File: config.mk
export PLATFORM = sky130hd
export DESIGN_NAME = sound_arb
export DESIGN_NICKNAME = d
export VERILOG_FILES = /design/src/rtl/sound_pkg.sv /design/src/rtl/sound_arb_rr_pick4.sv /design/src/rtl/sound_arb.sv
export SDC_FILE = /design/constraint.sdc
export NUM_CORES = 1
export LEC_CHECK = 0
export CELL_PAD_IN_SITES_DETAIL_PLACEMENT = 1
export CELL_PAD_IN_SITES_GLOBAL_PLACEMENT = 1
export CORE_ASPECT_RATIO = 1.25
export CORE_MARGIN = 2
export CORE_UTILIZATION = 27
export CTS_CLUSTER_DIAMETER = 40
export DETAILED_ROUTE_END_ITERATION = 6
export PLACE_DENSITY = 0.76
export SYNTH_ARGS = -nofsm -noshare
export SYNTH_HDL_FRONTEND = slang
export SYNTH_SLANG_ARGS = --single-unit
File: constraint.sdc
create_clock -name clk -period 1.5 [get_ports clk]
set_input_delay 0.15 -clock clk [delete_from_list [all_inputs] [get_ports clk]]
set_output_delay 0.15 -clock clk [all_outputs]
set_load 0.05 [all_outputs]
File: src/rtl/sound_pkg.sv
// Shared definitions for the sound arbiter: requester count, reset rate,
// default burst length and FSM state encodings.
package sound_pkg;

  localparam int NREQ          = 4;
  localparam int BURST_MAX_DEF = 4;
  localparam logic [15:0] RATE_RESET = 16'd1000;

  // IDLE picks a requester, PUSH issues one sample, GAP decides whether to continue.
  typedef enum logic [1:0] {
    ST_IDLE = 2'd0,
    ST_PUSH = 2'd1,
    ST_GAP  = 2'd2
  } arb_state_t;

endpackage

File: src/rtl/sound_arb_rr_pick4.sv
// Combinational round-robin picker: first eligible index after 'last',
// searching last+1, last+2, last+3, last (all modulo 4).
module rr_pick4 (
  input  logic [3:0] eligible,
  input  logic [1:0] last,
  output logic       found,
  output logic [1:0] index
);

  logic [1:0] cand [4];
  logic [3:0] hit;

  genvar gi;
  generate
    for (gi = 0; gi < 4; gi++) begin : g_cand
      // Candidate gi is the (gi+1)-th position after the last grant; wraps naturally in 2 bits.
      assign cand[gi] = last + 2'(gi + 1);
      assign hit[gi]  = eligible[cand[gi]];
    end
  endgenerate

  // Nearest hit to 'last' wins; iterate farthest-first so the nearest overrides.
  always_comb begin
    index = 2'd0;
    found = |hit;
    for (int k = 3; k >= 0; k--) begin
      if (hit[k]) index = cand[k];
    end
  end

endmodule

File: src/rtl/sound_arb.sv
// Sound FIFO arbiter: round-robin over four sample requesters, issuing bursts
// of up to BURST_MAX samples with a mandatory gap cycle between pushes.
module sound_arb
  import sound_pkg::*;
#(
  parameter int BURST_MAX = BURST_MAX_DEF
) (
  input  logic        clk,
  input  logic        rst,
  input  logic [3:0]  req_valid,
  input  logic [63:0] req_sample,
  output logic [3:0]  req_ack,
  input  logic        cfg_we,
  input  logic [15:0] cfg_rate,
  input  logic [3:0]  cfg_en,
  output logic [15:0] sound_clr_sample,
  output logic        sound_clr_req,
  input  logic        sound_clr_full,
  output logic [15:0] sound_clr_rate,
  output logic [1:0]  grant_id
);

  arb_state_t  state_q;
  logic [3:0]  en_q;
  logic [1:0]  last_q;
  logic [1:0]  grant_q;
  logic [2:0]  count_q;

  logic [15:0] sample_w [NREQ];
  logic [3:0]  eligible;
  logic        pick_found;
  logic [1:0]  pick_index;

  genvar gi;
  generate
    for (gi = 0; gi < NREQ; gi++) begin : g_lane
      // Requester gi owns a 16-bit lane of the flat sample bus.
      assign sample_w[gi] = req_sample[16*gi +: 16];
    end
  endgenerate

  // A requester competes only while it has data and is enabled by the registered mask.
  assign eligible = req_valid & en_q;
  assign grant_id = grant_q;

  rr_pick4 u_pick (
    .eligible (eligible),
    .last     (last_q),
    .found    (pick_found),
    .index    (pick_index)
  );

  // Arbitration FSM with registered strobes; reset wins over any push in the same edge.
  always_ff @(posedge clk) begin
    if (!rst) begin
      state_q          <= ST_IDLE;
      req_ack          <= 4'b0000;
      sound_clr_req    <= 1'b0;
      sound_clr_sample <= 16'd0;
      sound_clr_rate   <= RATE_RESET;
      en_q             <= 4'b1111;
      last_q           <= 2'd3;
      grant_q          <= 2'd0;
      count_q          <= 3'd0;
    end else begin
      req_ack       <= 4'b0000;
      sound_clr_req <= 1'b0;

      // Config takes effect next edge, so any decision this cycle still sees the old mask.
      if (cfg_we) begin
        sound_clr_rate <= cfg_rate;
        en_q           <= cfg_en;
      end

      case (state_q)
        ST_IDLE: begin
          if (!sound_clr_full && pick_found) begin
            grant_q <= pick_index;
            count_q <= 3'd0;
            state_q <= ST_PUSH;
          end
        end
        ST_PUSH: begin
          // Once committed, a push completes even if the requester was disabled meanwhile.
          sound_clr_req    <= 1'b1;
          sound_clr_sample <= sample_w[grant_q];
          req_ack          <= 4'(1) << grant_q;
          count_q          <= count_q + 3'd1;
          state_q          <= ST_GAP;
        end
        ST_GAP: begin
          if ((count_q < 3'(BURST_MAX)) && eligible[grant_q] && !sound_clr_full) begin
            state_q <= ST_PUSH;
          end else begin
            last_q  <= grant_q;
            state_q <= ST_IDLE;
          end
        end
        default: state_q <= ST_IDLE;
      endcase
    end
  end

endmodule

* After elaboration in Yosys (flattened, before gate mapping)
Index checks and enable logic that the tools add are counted.
Cells by class: eq/ne operators 3, shift operators 1, add/subtract/negate cells 4, muxes and demuxes 23, bitwise logic cells 3, reductions and logical operators 11, order comparisons 7
Operators by type and width (number):
- binary-select mux 16 bit (select 2 bit) | 1
- 2-to-1 mux 16 bit | 2
- less-than comparator 2 x 3 -> 1 bit (second input constant) | 5
- binary-select mux 1 bit (select 2 bit) | 5
- 2-to-1 mux 2 bit | 5
- AND reduction 2 bit | 4
- 2-to-1 mux 1 bit | 7
- one-hot mux 2 bit (3 select lines) | 1
- one-hot mux 3 bit (2 select lines) | 1
- adder 2 bit (second input constant) | 2
- bitwise AND 4 bit | 1
- OR reduction 4 bit | 1
- << shifter 1 x 2 -> 4 bit (first input constant) | 1
- adder 3 x 1 -> 3 bit (second input constant) | 1
- >= comparator 3 bit (second input constant) | 1
- logical AND 1 bit | 3
- less-than comparator 3 bit (second input constant) | 1
- 2-to-1 mux 3 bit | 1
- inverter 2 -> 3 bit | 1
- adder 2 x 1 -> 2 bit (second input constant) | 1
- equality test 2 x 1 -> 1 bit (second input constant) | 1
- equality test 2 bit (second input constant) | 1
- zero test 2 bit | 1
- != test 2 bit (second input constant) | 1
- other kinds (3) | 3
Storage, ports and cells: bits in registers 50, input port bits 92, logic and storage cells 61, output and inout port bits 39

* Logic depth before layout (Yosys ltp)
depth after elaboration 7, depth in mapped cells 6, gate-level depth less buffers 4

* Modules after synthesis
A second synthesis with hierarchy kept.
Unflattened totals: cells, all modules 209, area, all modules 2357.3 µm²
Modules (own cells, without submodules):
- sound_arb | area each 2265.9 µm², cells an instance 195, seq. area each 1001.0 µm², instances 1
- rr_pick4 | area each 91.3 µm², cells an instance 14, seq. area each 0.0 µm², instances 1

* Worst setup path before layout
No wires, ideal clock.
kind register to register, start reg grant_q[0], in the netlist grant_id[0], end reg sound_clr_sample[7], buffers on the path 1, period minus slack after synthesis 1.688 ns, data required time 1.368 ns, setup time 0.132 ns, path slack -0.188 ns, arrival time 1.556 ns, stages on the path, launching flop included 5, cell sequence dfxtp_1 buf_4 mux4_2 nand2_1 a21oi_1
Between the ends: cells in the longest elaborated chain, start to end 4
RTL lines:
- start: declaration | line sound_arb.sv:26 | logic [1:0] grant_q;
- start signal: assignment | line sound_arb.sv:78 | grant_q <= pick_index;
- inverter 2 -> 3 bit (not written as such) | line sound_arb.sv:86 | sound_clr_sample <= sample_w[grant_q];
- binary-select mux 16 bit (select 2 bit) | line sound_arb.sv:86
- 2-to-1 mux 16 bit (not written as such) (2 in series) | line sound_arb.sv:86
- end signal: assignment | line sound_arb.sv:86
- end: declaration | line sound_arb.sv:16 | output logic [15:0] sound_clr_sample,
Every way passes these cells. The select of a mux whose other input is x is not followed. A chain may end at the register's enable or synchronous reset.

* Worst setup path after layout
start reg grant_q[1], in the netlist grant_id[1], end out grant_id[1]
RTL lines:
- end: declaration | line sound_arb.sv:20 | output logic [1:0] grant_id
No word-level cell between the ends.

==> metrics.csv <==
metric,value,unit
status,"finished, final reports clean",
synth_seq_cells,50,
start_kind,flop,
postSynthAreaPerCell,9.69,µm²
path_clk_slew,90,ps
num_rows,38,
cp-startpoint,grant_id[1],
layout_min_cycle_time,1410,ps
h-tree-depth,2,
worst_slew_pin_slew,405,ps
worstHoldEndpoint,en_q[1],
grt_use_total,0.153,
pin_count,131,
min_path_cells,3,
gp_congestion,0.841,
antenna_cells,0,
crit_fanout,14,
worstSetupEndpointType,output pin,
overflow,0,
worst_skew_pair.late_latency,300,ps
seq_area_frac_synth,0.427,
cts_tree,built,
ant_nets,0,
clock_skew,12.8,ps
setup_viol,0,
critical_path_class,flop to output pin,
via_per_inst,4.84,
dr_wl_met3,501,µm
cp_slowest_cell,dfxtp_2,
dr.max_layer_used,met4,
cts_buffers,5,
arrival,1260,ps
portBuffers,130,
rsz0062_at_grt,false,
cp_top_family,flip-flops,
p_leak,1.60,nW
vias,2326,
final_cells,481,
wl_met1,2.93,mm
grt_antenna_before_repair,0,
ctsLongestPathBuffers,2,
initial_utilization,0.274,
slew_viol_final,0,
hold_path_startpoint,cfg_en[1],
grt_pass1_wl,11.5,mm
most-common-layout-cells,"91 x clkdlybuf4s50_1, 52 x buf_4, 51 x nand2_1, 48 x dfxtp_1, 23 x a21oi_1",
die_x,87.4,µm
worst-path-buf-inv,3,
drive_above_1_share,0.223,
grt_pass1_vias,2340,
yosys-top-cells-area,"dfxtp_1 43%, mux4_2 15%, mux2i_1 8.5%, nand2_1 8.2%, a21oi_1 4.9%",
die_y,108,µm
hp-class,input pin to flop,
cellPowerDensity,902,nW/µm²
post_cts_buffers,0,
r2r_end,count_q[0],
post-place-ws,-84.3,ps
syn-num-nets,335,
rr_worst_depth,4,
drt-initial-drc-count,60,
area_delta_synth_final,67.3,%
wirelength,7.55,mm
crit_path_cell_trace,"buf_12, buf_4, buf_12",
yosysUniqueCellTypes,35,
met2WireLength,4.05,mm
r2r_start,state_q[1],
grt_max_degree,25,
layout_commonest_cell,clkdlybuf4s50_1,
drc,0,
ir_worst_vdd,0.000379,V
post-route-util,0.458,
dpl.cell_count,473,
synth_top_area_share,0.427,
worst_slack,85.5,ps
root_buffer,clkbuf_8,
dieArea,9450,µm²
drtPass1Iterations,3,
final_net_count,473,
wl_per_cell,15.7,µm
tns,0,ps
cp_common_cell,buf_12,
post-dp-hpwl,6.16,mm
drv_cap,0,
total_power,3.54,mW
hold_violations,0,
slowest_delay,500,ps
yosysTopAreaCell,dfxtp_1,
coreArea,8560,µm²
rrSetupSlack,120,ps
syn-cell-area,2340,µm²
min_period_over_period,0.943,
relSlewSlack,0.730,
syn_inst,242,
cts.sinks,50,
yosys_warnings,0,
cp_data_required_time,1350,ps
maxClockFrequency,707,MHz
==> cell usage after synthesis <==
cell       count
a211oi_1       2
a21boi_0       1
a21oi_1       23
a31oi_1        2
a41oi_2        1
and2_1         1
and2b_1        1
and3_1         2
buf_2         13
buf_4          2
clkbuf_1       2
dfxtp_1       50
ha_1           1
inv_1          4
mux2i_1       20
mux4_2        16
nand2_1       51
nand2b_1       2
nand3_1        4
nand3b_1       1
nor2_1        15
nor2b_1        1
nor3_1         2
nor3b_1        2
o2111a_1       1
o2111ai_1      1
o211ai_1       3
o21a_1         2
o21ai_0        8
o21ai_1        1
o221ai_1       1
o311a_1        1
o31ai_1        2
or2b_1         1
or3_1          2
==> flip-flops by register name, indices dropped and copies added (netlist names) <==
signal / flops
sound_clr_sample: 16
sound_clr_rate: 16
state_q: 2
last_q: 2
grant_id: 2
count_q: 3
sound_clr_req: 1
req_ack: 4
en_q: 4
==> where the power goes <==
part / internal, mW / switching, mW / total, mW
registers: 1.41 / 0.0586 / 1.46
clock network: 0.549 / 0.449 / 0.998
logic: 0.552 / 0.527 / 1.08
==> metrics by stage <==
| step | cell area, µm² | hold slack, ps |
|---|---|---|
| 2_1_floorplan | 2350 | 279 |
| 3_3_place_gp | 3790 | 443 |
| 3_5_place_dp | 3790 | 449 |
| 4_1_cts | 3910 | 435 |
| 5_1_grt | 3920 | 438 |
| 6_report | 3920 | 442 |
==> tightest hold or removal path, cell delays in order <==
cell and delay (ps):
clkdlybuf4s50_1 450, mux2i_1 60, nand2_1 50
==> per-layer routing <==
metal	GRT usage	vias to the layer above
li1	-	1133
met1	0.166	1113
met2	0.293	73
met3	0.0366	7
met4	0.0341	0
met5	0	-
==> final cells by class <==
class | count | area [µm²]
Clock buffer | 6 | 82.6
Clock inverter | 2 | 38.8
Fill cell | 987 | 4630
Inverter | 4 | 15.0
Multi-Input combinational cell | 171 | 1260
Sequential cell | 50 | 1000
Tap cell | 100 | 125
Timing Repair Buffer | 148 | 1400
==> worst max-delay path by stage <==
| stage | end | slack [ps] | cells after the start |
|---|---|---|---|
| after global routing | grant_id[1] | 10 | 3 |
| after floorplan | sound_clr_sample[10] | 20 | 4 |
| after CTS | grant_id[1] | 50 | 3 |
| after detailed placement | count_q[0] | -80 | 5 |
| after global placement | count_q[0] | -70 | 5 |
| final | grant_id[1] | 90 | 3 |
==> timing repair <==
item / CTS / global route
hold endpoints to repair: 0 / 0
gates resized for setup: 0 / 2
hold buffers: 0 / 0
endpoints found under the setup margin: 0 / 3
==> cell families after synthesis <==
logic type                 after synthesis  share of synthesized area
DFF                                     50                      0.427
muxes                                   36                      0.239
adders and majority gates                1                    0.00534
buffers and inverters                   21                     0.0438
and+or+nand+nor                         85                      0.156
AOI/OAI and AO/OA                       49                      0.129
Power figures use the tool's default switching activity.
